## src/rtl/imag_line_buf.sv

```systemverilog
// imag_line_buf: single-line buffer controller for a read-first dual-port BRAM.
// Each accepted pixel is written to BRAM port A at its column. The same column is
// read on port B in the same cycle. The current pixel comes out aligned with the
// pixel directly above it, NB_BRAM_DLY cycles after it was accepted.
//
// Optional feature macro: IMAG_LINE_BUF_ERR_EN enables the sticky line-length error.
//
// Ports:
//   i_sys_clk, i_sys_resetn        clock, asynchronous active-low reset
//   s_pix_valid/data/sof/last      input pixel stream (no backpressure)
//   m_bram_0_*                     dual-port BRAM port A (write) / port B (read)
//   m_pix_valid/cur/prv/last/first aligned output pixel pair
//   m_line_cnt                     lines completed in the current frame (saturating)
//   o_err_len                      sticky line-length error (0 when feature disabled)
module imag_line_buf #(
   parameter int unsigned NB_BRAM_DLY = 2,
   parameter int unsigned WD_BRAM_ADR = 8,
   parameter int unsigned WD_BRAM_DAT = 32,
   parameter int unsigned NB_LINE_PIX = 256
) (
   input  logic                   i_sys_clk,
   input  logic                   i_sys_resetn,
   input  logic                   s_pix_valid,
   input  logic [WD_BRAM_DAT-1:0] s_pix_data,
   input  logic                   s_pix_sof,
   input  logic                   s_pix_last,
   output logic                   m_bram_0_ena,
   output logic                   m_bram_0_wea,
   output logic [WD_BRAM_ADR-1:0] m_bram_0_addra,
   output logic [WD_BRAM_DAT-1:0] m_bram_0_dina,
   output logic                   m_bram_0_enb,
   output logic                   m_bram_0_web,
   output logic [WD_BRAM_ADR-1:0] m_bram_0_addrb,
   input  logic [WD_BRAM_DAT-1:0] m_bram_0_doutb,
   output logic                   m_pix_valid,
   output logic [WD_BRAM_DAT-1:0] m_pix_cur,
   output logic [WD_BRAM_DAT-1:0] m_pix_prv,
   output logic                   m_pix_last,
   output logic                   m_pix_first,
   output logic [15:0]            m_line_cnt,
   output logic                   o_err_len
);

   localparam logic [WD_BRAM_ADR-1:0] COL_MAX = WD_BRAM_ADR'(NB_LINE_PIX - 1);

   typedef enum logic [1:0] {S_IDLE, S_FIRST, S_LINE} state_t;

   state_t                 state;
   logic [WD_BRAM_ADR-1:0] col;
   logic                   accept;
   logic                   pix_first;
   logic [WD_BRAM_ADR-1:0] pix_col;
   logic [15:0]            cnt_base;

   // Acceptance, effective column and first-line flag of the pixel on the input
   always_comb begin
      accept    = s_pix_valid & (s_pix_sof | (state != S_IDLE));
      pix_col   = s_pix_sof ? '0 : col;
      pix_first = s_pix_sof | (state == S_FIRST);
      cnt_base  = s_pix_sof ? 16'd0 : m_line_cnt;
   end

   // BRAM access happens in the acceptance cycle; idle buses are held at 0
   assign m_bram_0_ena   = accept;
   assign m_bram_0_wea   = accept;
   assign m_bram_0_enb   = accept;
   assign m_bram_0_web   = 1'b0;
   assign m_bram_0_addra = accept ? pix_col : '0;
   assign m_bram_0_addrb = accept ? pix_col : '0;
   assign m_bram_0_dina  = accept ? s_pix_data : '0;

   // Frame state, column counter and line counter
   always_ff @(posedge i_sys_clk or negedge i_sys_resetn) begin
      if (!i_sys_resetn) begin
         state      <= S_IDLE;
         col        <= '0;
         m_line_cnt <= '0;
      end else if (accept) begin
         col <= (s_pix_last || (pix_col == COL_MAX)) ? '0 : pix_col + WD_BRAM_ADR'(1);
         if (s_pix_last) begin
            state <= S_LINE;
         end else if (s_pix_sof) begin
            state <= S_FIRST;
         end
         if (s_pix_last && (cnt_base != 16'hFFFF)) begin
            m_line_cnt <= cnt_base + 16'd1;
         end else begin
            m_line_cnt <= cnt_base;
         end
      end
   end

`ifdef IMAG_LINE_BUF_ERR_EN
   logic len_bad;

   // Short line (early last) or long line (wrap without last)
   assign len_bad = s_pix_last ? (pix_col != COL_MAX) : (pix_col == COL_MAX);

   // Sticky error; sof clears it, but a bad length on the sof pixel itself still sets it
   always_ff @(posedge i_sys_clk or negedge i_sys_resetn) begin
      if (!i_sys_resetn) begin
         o_err_len <= 1'b0;
      end else if (accept) begin
         if (len_bad) begin
            o_err_len <= 1'b1;
         end else if (s_pix_sof) begin
            o_err_len <= 1'b0;
         end
      end
   end
`else
   assign o_err_len = 1'b0;
`endif

   logic [NB_BRAM_DLY-1:0] vld_pipe;
   logic [NB_BRAM_DLY-1:0] last_pipe;
   logic [NB_BRAM_DLY-1:0] first_pipe;
   logic [WD_BRAM_DAT-1:0] dat_pipe [NB_BRAM_DLY];

   // Side pipeline matching the BRAM read latency
   always_ff @(posedge i_sys_clk or negedge i_sys_resetn) begin
      if (!i_sys_resetn) begin
         vld_pipe   <= '0;
         last_pipe  <= '0;
         first_pipe <= '0;
         for (int unsigned i = 0; i < NB_BRAM_DLY; i++) begin
            dat_pipe[i] <= '0;
         end
      end else begin
         for (int unsigned i = 1; i < NB_BRAM_DLY; i++) begin
            vld_pipe[i]   <= vld_pipe[i-1];
            last_pipe[i]  <= last_pipe[i-1];
            first_pipe[i] <= first_pipe[i-1];
            dat_pipe[i]   <= dat_pipe[i-1];
         end
         vld_pipe[0]   <= accept;
         last_pipe[0]  <= accept & s_pix_last;
         first_pipe[0] <= accept & pix_first;
         dat_pipe[0]   <= accept ? s_pix_data : '0;
      end
   end

   assign m_pix_valid = vld_pipe[NB_BRAM_DLY-1];
   assign m_pix_cur   = dat_pipe[NB_BRAM_DLY-1];
   assign m_pix_last  = last_pipe[NB_BRAM_DLY-1];
   assign m_pix_first = first_pipe[NB_BRAM_DLY-1];
   // Pixel above: masked on a frame's first line and on bubbles
   assign m_pix_prv   = (vld_pipe[NB_BRAM_DLY-1] && !first_pipe[NB_BRAM_DLY-1]) ?
                        m_bram_0_doutb : '0;

endmodule
```

## config.mk

```make
export PLATFORM = sky130hd
export DESIGN_NAME = imag_line_buf
export DESIGN_NICKNAME = d
export VERILOG_FILES = /design/src/rtl/imag_line_buf.sv
export SDC_FILE = /design/constraint.sdc
export NUM_CORES = 1
export LEC_CHECK = 0
export ABC_AREA = 1
export BUFFER_PORTS_ARGS = -buffer_cell sky130_fd_sc_hd__buf_4
export CELL_PAD_IN_SITES_DETAIL_PLACEMENT = 1
export CELL_PAD_IN_SITES_GLOBAL_PLACEMENT = 2
export CORE_UTILIZATION = 26
export CTS_CLUSTER_SIZE = 8
export DETAILED_ROUTE_END_ITERATION = 6
export PLACE_DENSITY = 0.93
export SLEW_MARGIN = 20
export SYNTH_ARGS = -nofsm -noshare
export SYNTH_HDL_FRONTEND = slang
export SYNTH_SLANG_ARGS = --single-unit
export TNS_END_PERCENT = 30
```

## constraint.sdc

```tcl
create_clock -name i_sys_clk -period 1.6 [get_ports i_sys_clk]
set_clock_uncertainty 0.05 [all_clocks]
set_input_delay 0.08 -clock i_sys_clk [delete_from_list [all_inputs] [get_ports i_sys_clk]]
set_output_delay 0.08 -clock i_sys_clk [all_outputs]
set_load 0.01 [all_outputs]
```

==> impl_metrics.ini, run 1 <==
[setup_path]
cp.required_ns = 1.47
slowest_delay_ns = 0.39
cpMaxStageDelayCell = dfrtp_1
crit_type = register to primary output
crit_family = simple AND/OR/NAND/NOR gates
endpoint_kind = primary output
path_max_fanout = 8
worstPathCellList = nor2_2 > nand2_2 > nand2_8 > buf_12 > buf_12 > nor2_2 > buf_6
crit_buf_inv = 3
cp-start-kind = register
cp.arrival_ns = 1.57

[grt]
antenna_found_initial = 0
grt-ovfl-total = 0
grt_usage = 0.165
grt_pass1_vias = 4105
grt_max_degree = 47
grt_first_pass_wirelength_mm = 21.0

[layout]
mostFrequentLayoutCells = 221 x buf_4, 95 x inv_1, 94 x dfrtp_1
n_antenna_cell = 0
layout-drive-gt1-share = 0.429
fill_cells = 1852
stdcell_count = 946
final_net_count = 795
final_common_cell = buf_4
syn2layout_area_growth_pct = 61.7

[timing]
period_share = 1.06
whs_ns = 0.0541
slew_viol_final = 0
rsz0062_at_grt = true
setup_violations = 47
fmax_ghz = 0.587
report.final.hold_viol_count = 0
fin_ws_ns = -0.104
min_period_ns = 1.70

[detailed_routing]
drtPass1Iterations = 4
drc = 0
drtIter0Drc = 122
num_vias = 3950
wl_per_cell_um = 15.2
ant_nets = 0
via_per_inst = 4.18
wirelength_mm = 14.4

[floorplan]
floorplan.die_area_mm2 = 0.0172
row_count = 46
die_h_um = 131
core_area_mm2 = 0.0161
pin_count = 205
die_x_um = 131
start_util = 0.270

[logic_synthesis]
synth_seq_cells = 96
netlist_area_mm2 = 0.00433
yosysWarnings = 0
syn_inst = 493
synthDistinctLibCells = 29
ys_seq_area_frac = 0.554
syn-mean-instance-area_um2 = 8.79

[place]
gp_congestion = 0.827
io_buffer_count = 202
dp_hpwl_mm = 10.5
dp.cells = 886

[clock_tree]
htreeDepth = 3
cts_sinks = 96
cts_buffers = 9
cts_root_buffer = clkbuf_16
cts.clk_slew.worst_paths_ns = 0.07
clk_latency_ns = 0.34
cts_tree = done
clock_path_buffers = 2

[pwr]
p_leak_nw = 3.77
power_density_mw_per_mm2 = 859
ir_drop_v = 0.000627

[job]
drv_cap = 0

[status]
status = finished with violations
violations = setup timing

[worst_hold_path]
hp-class = primary input to register
==> area by class of cell <==
type / count / area [µm²] / area share
multi-input cells: 241 / 1320 / 0.188
well taps: 216 / 270 / 0.0386
clock buffers: 10 / 239 / 0.0341
clock inverters: 6 / 60.1 / 0.00857
inverters: 98 / 370 / 0.0528
flip-flops and latches: 96 / 2400 / 0.343
repair buffers: 279 / 2340 / 0.335
==> flip-flops by register name, summed over array words and instances, names as in the netlist <==
signal      count
col             8
dat_pipe       32
first_pipe      2
last_pipe       2
m_line_cnt     16
m_pix_cur      32
state           2
vld_pipe        2
==> tightest hold or removal path, delay by kind of cell <==
kind / cells / cell delay (ns)
buf+inv: 1 / 0.11
simple gates: 4 / 0.23
==> worst paths after layout <==
check	start	to	depth (start not counted)	slack, ns
max in group asynchronous	i_sys_resetn	m_pix_cur[20]	3	0.83
max	state[1]	m_bram_0_dina[22]	7	-0.10
min in group asynchronous	i_sys_resetn	m_pix_cur[0]	2	0.09
min reg2reg	last_pipe[0]	last_pipe[1]	0	0.30
min	s_pix_last	m_line_cnt[1]	5	0.05
max reg2reg	state[1]	m_line_cnt[1]	10	0.02
==> synthesized netlist by cell type <==
master	instances	area, µm²
nand4_2	1	12.5
nor3_1	4	20.0
buf_6	3	33.8
nand3_2	5	50.1
nor2_1	96	360
nor3b_1	1	7.51
nand4_4	1	21.3
o22ai_1	3	18.8
conb_1	1	3.75
nand2_1	65	244
o21ai_0	7	35.0
a21oi_2	2	17.5
nor3_2	1	10.0
clkbuf_1	6	22.5
nand3b_1	1	7.51
a21oi_1	2	10.0
dfrtp_1	96	2400
o21ai_1	1	5.00
nand4_1	7	43.8
buf_2	6	30.0
ha_1	1	12.5
nor2_4	3	33.8
xor2_1	9	78.8
inv_2	1	3.75
buf_4	44	330
nand3_1	24	120
nor2_2	3	18.8
inv_1	97	364
o21bai_1	2	15.0
==> what timing repair did <==
item                                    CTS  global route
buffers inserted                          8             3
endpoints found under the setup margin   53            97
gates resized for setup                  25            51
hold endpoints to repair                128             0
pin swaps                                 2             9
hold buffers                             33             0
cloned                                    1             0
==> cell families (layout without fill, tap and decap cells) <==
| group | Yosys count | after routing | share of synthesized area |
|---|---|---|---|
| flip-flops | 96 | 96 | 0.554 |
| XOR/XNOR | 9 | 9 | 0.0182 |
| buffers and inverters | 157 | 393 | 0.181 |
| AND/OR/NAND/NOR | 212 | 212 | 0.219 |
| adder cells (fa/ha/maj) | 1 | 1 | 0.00289 |
| other | 1 | 2 | 0.000865 |
| AO/OA/AOI/OAI | 17 | 17 | 0.0234 |
==> stage by stage <==
stage | util | power (mW) | setup TNS, ns | setup slack [ns] | area (µm²)
finish | 0.436 | 6.02 | -2.43 | -0.104 | 7010
global route | 0.436 | 6.31 | -7.30 | -0.184 | 7010
CTS | 0.426 | 6.05 | -4.59 | -0.126 | 6830
detailed placement | 0.373 | 3.68 | 0 | 0.0173 | 5980
global placement | 0.373 | 3.66 | 0 | 0.104 | 5980
floorplan | - | 3.10 | 0 | 0.180 | 4340
==> report_power, final <==
group | switching, mW | internal, mW | total (mW)
sequential | 0.0724 | 2.57 | 2.64
combinational | 0.596 | 0.614 | 1.21
clock | 1.02 | 1.14 | 2.16
total | 1.69 | 4.33 | 6.02
==> layer usage <==
| layer | vias up | wire length (µm) | track usage |
|---|---|---|---|
| met5 | - | 0 | 0 |
| li1 | 1882 | - | - |
| met4 | 0 | 287 | 0.0629 |
| met3 | 21 | 1030 | 0.0341 |
| met1 | 1898 | 5380 | 0.179 |
| met2 | 149 | 7700 | 0.314 |
Note: power is estimated with default switching activity, not from simulation.
==> inputs of run 2 (changes only) <==
- SKIP_LAST_GASP: default -> 1
==> impl_metrics.ini, run 2 (synthesis gave the netlist of run 1 again) <==
[pwr]
pwr-share-clk = 0.361
p_leak_nw = 3.78
ir_drop_v = 0.000625
power_density_mw_per_mm2 = 858
p_sw_frac = 0.279
seq_power_share = 0.441
p_int_mw = 4.31
p_switching_mw = 1.67
total_power_mw = 5.99
combPwrFrac = 0.198

[place]
dp_slack_ns = 0.0173
gp_congestion = 0.827
dp_hpwl_mm = 10.5
postPlaceCellArea_mm2 = 0.00598
dp.cells = 886
io_buffer_count = 202

[setup_path]
cp.arrival_ns = 1.54
reg2reg_slack_ns = 0.02
cp-start-kind = register
path_max_fanout = 8
rr_worst_depth = 9
cpMaxStageDelayCell = dfrtp_1
worstPathCellList = nor2_2 > nand2_2 > nand2_8 > buf_12 > buf_12 > nor2_2 > buf_4
endpoint_kind = primary output
cp.required_ns = 1.47
slowest_delay_ns = 0.39
crit_family = simple AND/OR/NAND/NOR gates
r2r-start = state[0]
crit_type = register to primary output
crit_buf_inv = 3
r2r-end = m_line_cnt[11]

[timing]
setup_violations = 41
period_share = 1.05
slew_viol_final = 0
rsz0062_at_grt = true
fin_ws_ns = -0.0749
min_period_ns = 1.67
setup_tns_ns = -1.33
report.final.hold_viol_count = 0
fmax_ghz = 0.597
whs_ns = 0.0512

[floorplan]
core_area_mm2 = 0.0161
die_h_um = 131
row_count = 46
start_util = 0.270
floorplan.die_area_mm2 = 0.0172
die_x_um = 131
pin_count = 205

[detailed_routing]
num_vias = 3922
ant_nets = 0
wl_per_cell_um = 15.2
drtIter0Drc = 108
drtPass1Iterations = 4
wirelength_mm = 14.4
via_per_inst = 4.13
drc = 0

[layout]
stdcell_count = 949
syn2layout_area_growth_pct = 61.1
postLayoutCoreUtil = 0.435
final_common_cell = buf_4
layout-drive-gt1-share = 0.423
fin_area_mm2 = 0.00698
n_antenna_cell = 0
final_net_count = 798
fill_cells = 1867
mostFrequentLayoutCells = 228 x buf_4, 96 x inv_1, 95 x dfrtp_1

[grt]
antenna_found_initial = 0
grt-ovfl-total = 0
grt_max_degree = 47
grt_pass1_vias = 4065
grt_first_pass_wirelength_mm = 20.8
grt_usage = 0.164

[worst_hold_path]
hold_depth = 5
hp-start = s_pix_last
hp-class = primary input to register
holdPathEnd = m_line_cnt[1]

[job]
drv_cap = 0

[clock_tree]
cts_buffers = 9
cts_root_buffer = clkbuf_16
htreeDepth = 3
cts.clk_slew.worst_paths_ns = 0.07
cts_tree = done
clk_latency_ns = 0.34
cts_sinks = 96
clock_path_buffers = 2

[status]
status = finished with violations
violations = setup timing
==> run 2: cell types whose count changed in the layout (fill, tap and decap cells not counted), moves of 2 or more <==
cell and change:
nor2_1 +2, nor2_4 -2, buf_6 -4, buf_4 +7
==> run 2: worst register-to-register path: stages (launching register included) <==
cell and delay (ns):
dfrtp_1 0.37, nor2_2 0.06, nand2_2 0.11, nand2_8 0.10, buf_12 0.14, buf_4 0.12
nor2_2 0.11, nand4_1 0.17, o21bai_1 0.18, nand2_1 0.07
==> run 2: how the worst max path moves through the flow <==
stage | from | end | slack [ns] | depth (start not counted)
after CTS | state[0] | m_bram_0_dina[29] | -0.13 | 7
final | state[1] | m_bram_0_dina[30] | -0.07 | 7
after floorplan | col[0] | col[4] | 0.18 | 10
after global placement | s_pix_sof | col[4] | 0.10 | 11
after global routing | m_line_cnt[0] | m_line_cnt[14] | -0.16 | 7
after detailed placement | col[0] | col[6] | 0.02 | 10
==> run 2: timing repair <==
action                     CTS  global route
hold endpoints to repair   128             0
pin swaps                    1             4
setup buffers                8             6
cloned                       1             1
hold buffers                33             0
setup endpoints to repair   53            97
resized for setup           15            46
==> run 2: layout make-up <==
class,count,area (µm²),share of cell area
inverter,98,370,0.0531
tap,216,270,0.0387
multi-input combinational,242,1300,0.187
sequential,96,2400,0.344
timing repair buffer,281,2330,0.334
clock buffer,10,239,0.0342
clock inverter,6,60.1,0.00861
==> run 2: power by group through the flow <==
| stage | combinational [mW] | clock (mW) | sequential (mW) |
|---|---|---|---|
| floorplan | 0.430 | 0 | 2.67 |
| global placement | 0.973 | 0 | 2.68 |
| detailed placement | 0.988 | 0 | 2.69 |
| CTS | 1.14 | 2.24 | 2.64 |
| global route | 1.30 | 2.32 | 2.66 |
| finish | 1.19 | 2.16 | 2.64 |
==> run 2: layer usage <==
layer | track usage | up-vias | share of wire
met4 | 0.0609 | 0 | 0.021
met1 | 0.178 | 1867 | 0.38
met2 | 0.312 | 148 | 0.53
met3 | 0.0341 | 21 | 0.071
li1 | - | 1886 | -
met5 | 0 | - | 0
==> inputs of run 3 (changes only) <==
- ABC_AREA: 1 -> default
- CORE_UTILIZATION: 26 -> 27
- PLACE_DENSITY: 0.93 -> 0.92
- clock period: 1.6 -> 1.73 ns (I/O delays scaled with it)
==> impl_metrics.ini, run 3 <==
[layout]
final_common_cell = buf_4
layout-drive-gt1-share = 0.463
syn2layout_area_growth_pct = 57.8
n_antenna_cell = 0
final_net_count = 648
fin_area_mm2 = 0.00647
mostFrequentLayoutCells = 227 x buf_4, 95 x dfrtp_1, 70 x and2_1

[floorplan]
core_area_mm2 = 0.0146
die_x_um = 125
die_h_um = 125
floorplan.die_area_mm2 = 0.0157
row_count = 44
start_util = 0.280
pin_count = 205

[timing]
whs_ns = 0.0741
worst_slew_pin_slew_ns = 0.563
min_period_ns = 1.82
report.final.hold_viol_count = 0
max-slew-margin-rel = 0.624
slew_viol_final = 0
fmax_ghz = 0.550
period_share = 1.05
setup_violations = 49
rsz0062_at_grt = true
fin_ws_ns = -0.0872

[setup_path]
slowest_delay_ns = 0.44
cpMaxStageDelayCell = dfrtp_2
cp.arrival_ns = 1.68
endpoint_kind = primary output
crit_type = register to primary output
cp-start-kind = register
worstPathCellList = o31ai_4 > buf_4 > inv_6 > and2_1 > buf_4
rr_worst_depth = 6
crit_top_cell = buf_4
path_max_fanout = 19
cp.required_ns = 1.59

[clock_tree]
clock_path_buffers = 2
cts.clk_slew.worst_paths_ns = 0.07
clk_latency_ns = 0.35
cts_root_buffer = clkbuf_16
htreeDepth = 3
cts_tree = done
cts_sinks = 96
cts_buffers = 9

[logic_synthesis]
synthDistinctLibCells = 53
syn_inst = 354
synth-edff-count = 0
synth-async-reset-ratio = 1.00
yosysWarnings = 0
yosysMostFrequentCell = dfrtp_1
synth-adder-area-share = 0.00305
synth-main-ff-cell = dfrtp_1
synthSimpleGateAreaFrac = 0.227
synth-xor-area-share = 0.0256
syn-mean-instance-area_um2 = 11.6
netlist_area_mm2 = 0.00410
muxShareOfSynthArea = 0.00489
synth_area_leaders = dfrtp_1 59%, and2_1 11%, buf_4 8.1%, nand2_1 2.7%, xnor2_1 1.5%
synth_seq_cells = 96
ys_seq_area_frac = 0.586
yosys.area.top_type_share = 0.586
synth_top_family_by_area = simple AND/OR/NAND/NOR gates
synth-compound-area-share = 0.0547
synth_top_area_cell = dfrtp_1
synth_common_cells = 96 x dfrtp_1, 70 x and2_1, 44 x buf_4

[worst_hold_path]
hp-class = primary input to register
hold_depth = 3

[job]
drv_cap = 0

[grt]
met2_usage = 0.310
grtUsageMet3 = 0.0496
grt_first_pass_wirelength_mm = 19.5
gr-max-usage-layer = met2
grt_pass1_vias = 3534
grt_use_met1 = 0.171
antenna_found_initial = 0
grt-ovfl-total = 0
grt_max_degree = 33
grt_usage = 0.162

[detailed_routing]
ant_nets = 0
drtPass1Iterations = 6
wl_per_cell_um = 16.2
num_vias = 3326
drc = 46
wirelength_mm = 12.4
via_per_inst = 4.34
drtIter0Drc = 152

[pwr]
ir_drop_v = 0.000527
power_density_mw_per_mm2 = 857
p_leak_nw = 3.25

[status]
violations = DRC, setup timing
status = finished with violations

[place]
io_buffer_count = 202
postPlaceCellArea_mm2 = 0.00565
gp_congestion = 0.823
dp_hpwl_mm = 8.89
## run 3: cells by family (layout without fill, tap and decap cells)
| group | count (synthesis) | count (layout) |
|---|---|---|
| compound gates | 26 | 26 |
| mux | 2 | 2 |
| buf+inv | 62 | 290 |
| flops | 96 | 96 |
| simple gates | 154 | 154 |
| other cells | 1 | 2 |
| fa+ha+maj | 1 | 1 |
| xor+xnor | 12 | 12 |
## run 3: area by class of cell
type	count	area [µm²]
Timing Repair inverter	1	8.76
Inverter	7	52.6
Fill cell	1598	8180
Clock buffer	9	225
Tap cell	184	230
Sequential cell	96	2400
Clock inverter	7	96.3
Multi-Input combinational cell	197	1330
Timing Repair Buffer	266	2120
## run 3: repair_timing
item,4_1_cts,5_1_grt
resized for setup,11,3
hold endpoints to repair,130,0
pin swaps,1,4
hold buffers,35,0
setup endpoints to repair,57,66
cloned,1,0
setup buffers,3,8
## run 3: stage by stage
stage / util / setup TNS, ns / setup WS [ns] / total power [mW] / instances
3_5_place_dp: 0.386 / -0.0638 / -0.0355 / 3.42 / 705
3_3_place_gp: 0.386 / 0 / 0.0489 / 3.38 / 705
4_1_cts: 0.437 / -2.92 / -0.0832 / 5.60 / 760
5_1_grt: 0.442 / -7.56 / -0.166 / 5.80 / 767
6_report: 0.442 / -2.82 / -0.0872 / 5.54 / 767
2_1_floorplan: - / 0 / 0.0212 / 2.91 / 355
## run 3: power by group
group	switching, mW	internal (mW)	total [mW]
clock network	0.978	1.05	2.03
registers	0.0781	2.38	2.46
logic	0.477	0.571	1.05
## run 3: critical path: cells and delay by family, from the launching register on
family | cells | cell delay [ns]
compound gates | 1 | 0.29
buf+inv | 3 | 0.41
flops | 1 | 0.44
simple gates | 1 | 0.19
## run 3: path summary, 6_finish.rpt
path	startpoint	endpoint	slack, ns
min in group asynchronous	i_sys_resetn	dat_pipe[52]	0.12
max in group asynchronous	i_sys_resetn	m_pix_cur[13]	0.93
worst max register to register	state[1]	col[4]	-0.07
worst min register to register	dat_pipe[48]	m_pix_cur[16]	0.30
worst min-delay path	s_pix_valid	state[0]	0.07
worst max-delay path	state[0]	m_bram_0_dina[19]	-0.09
## run 3: layer usage
metal  share of wire  vias up
li1                -     1553
met3           0.072        8
met5               0        -
met2            0.55      123
met1            0.37     1642
met4           0.012        0
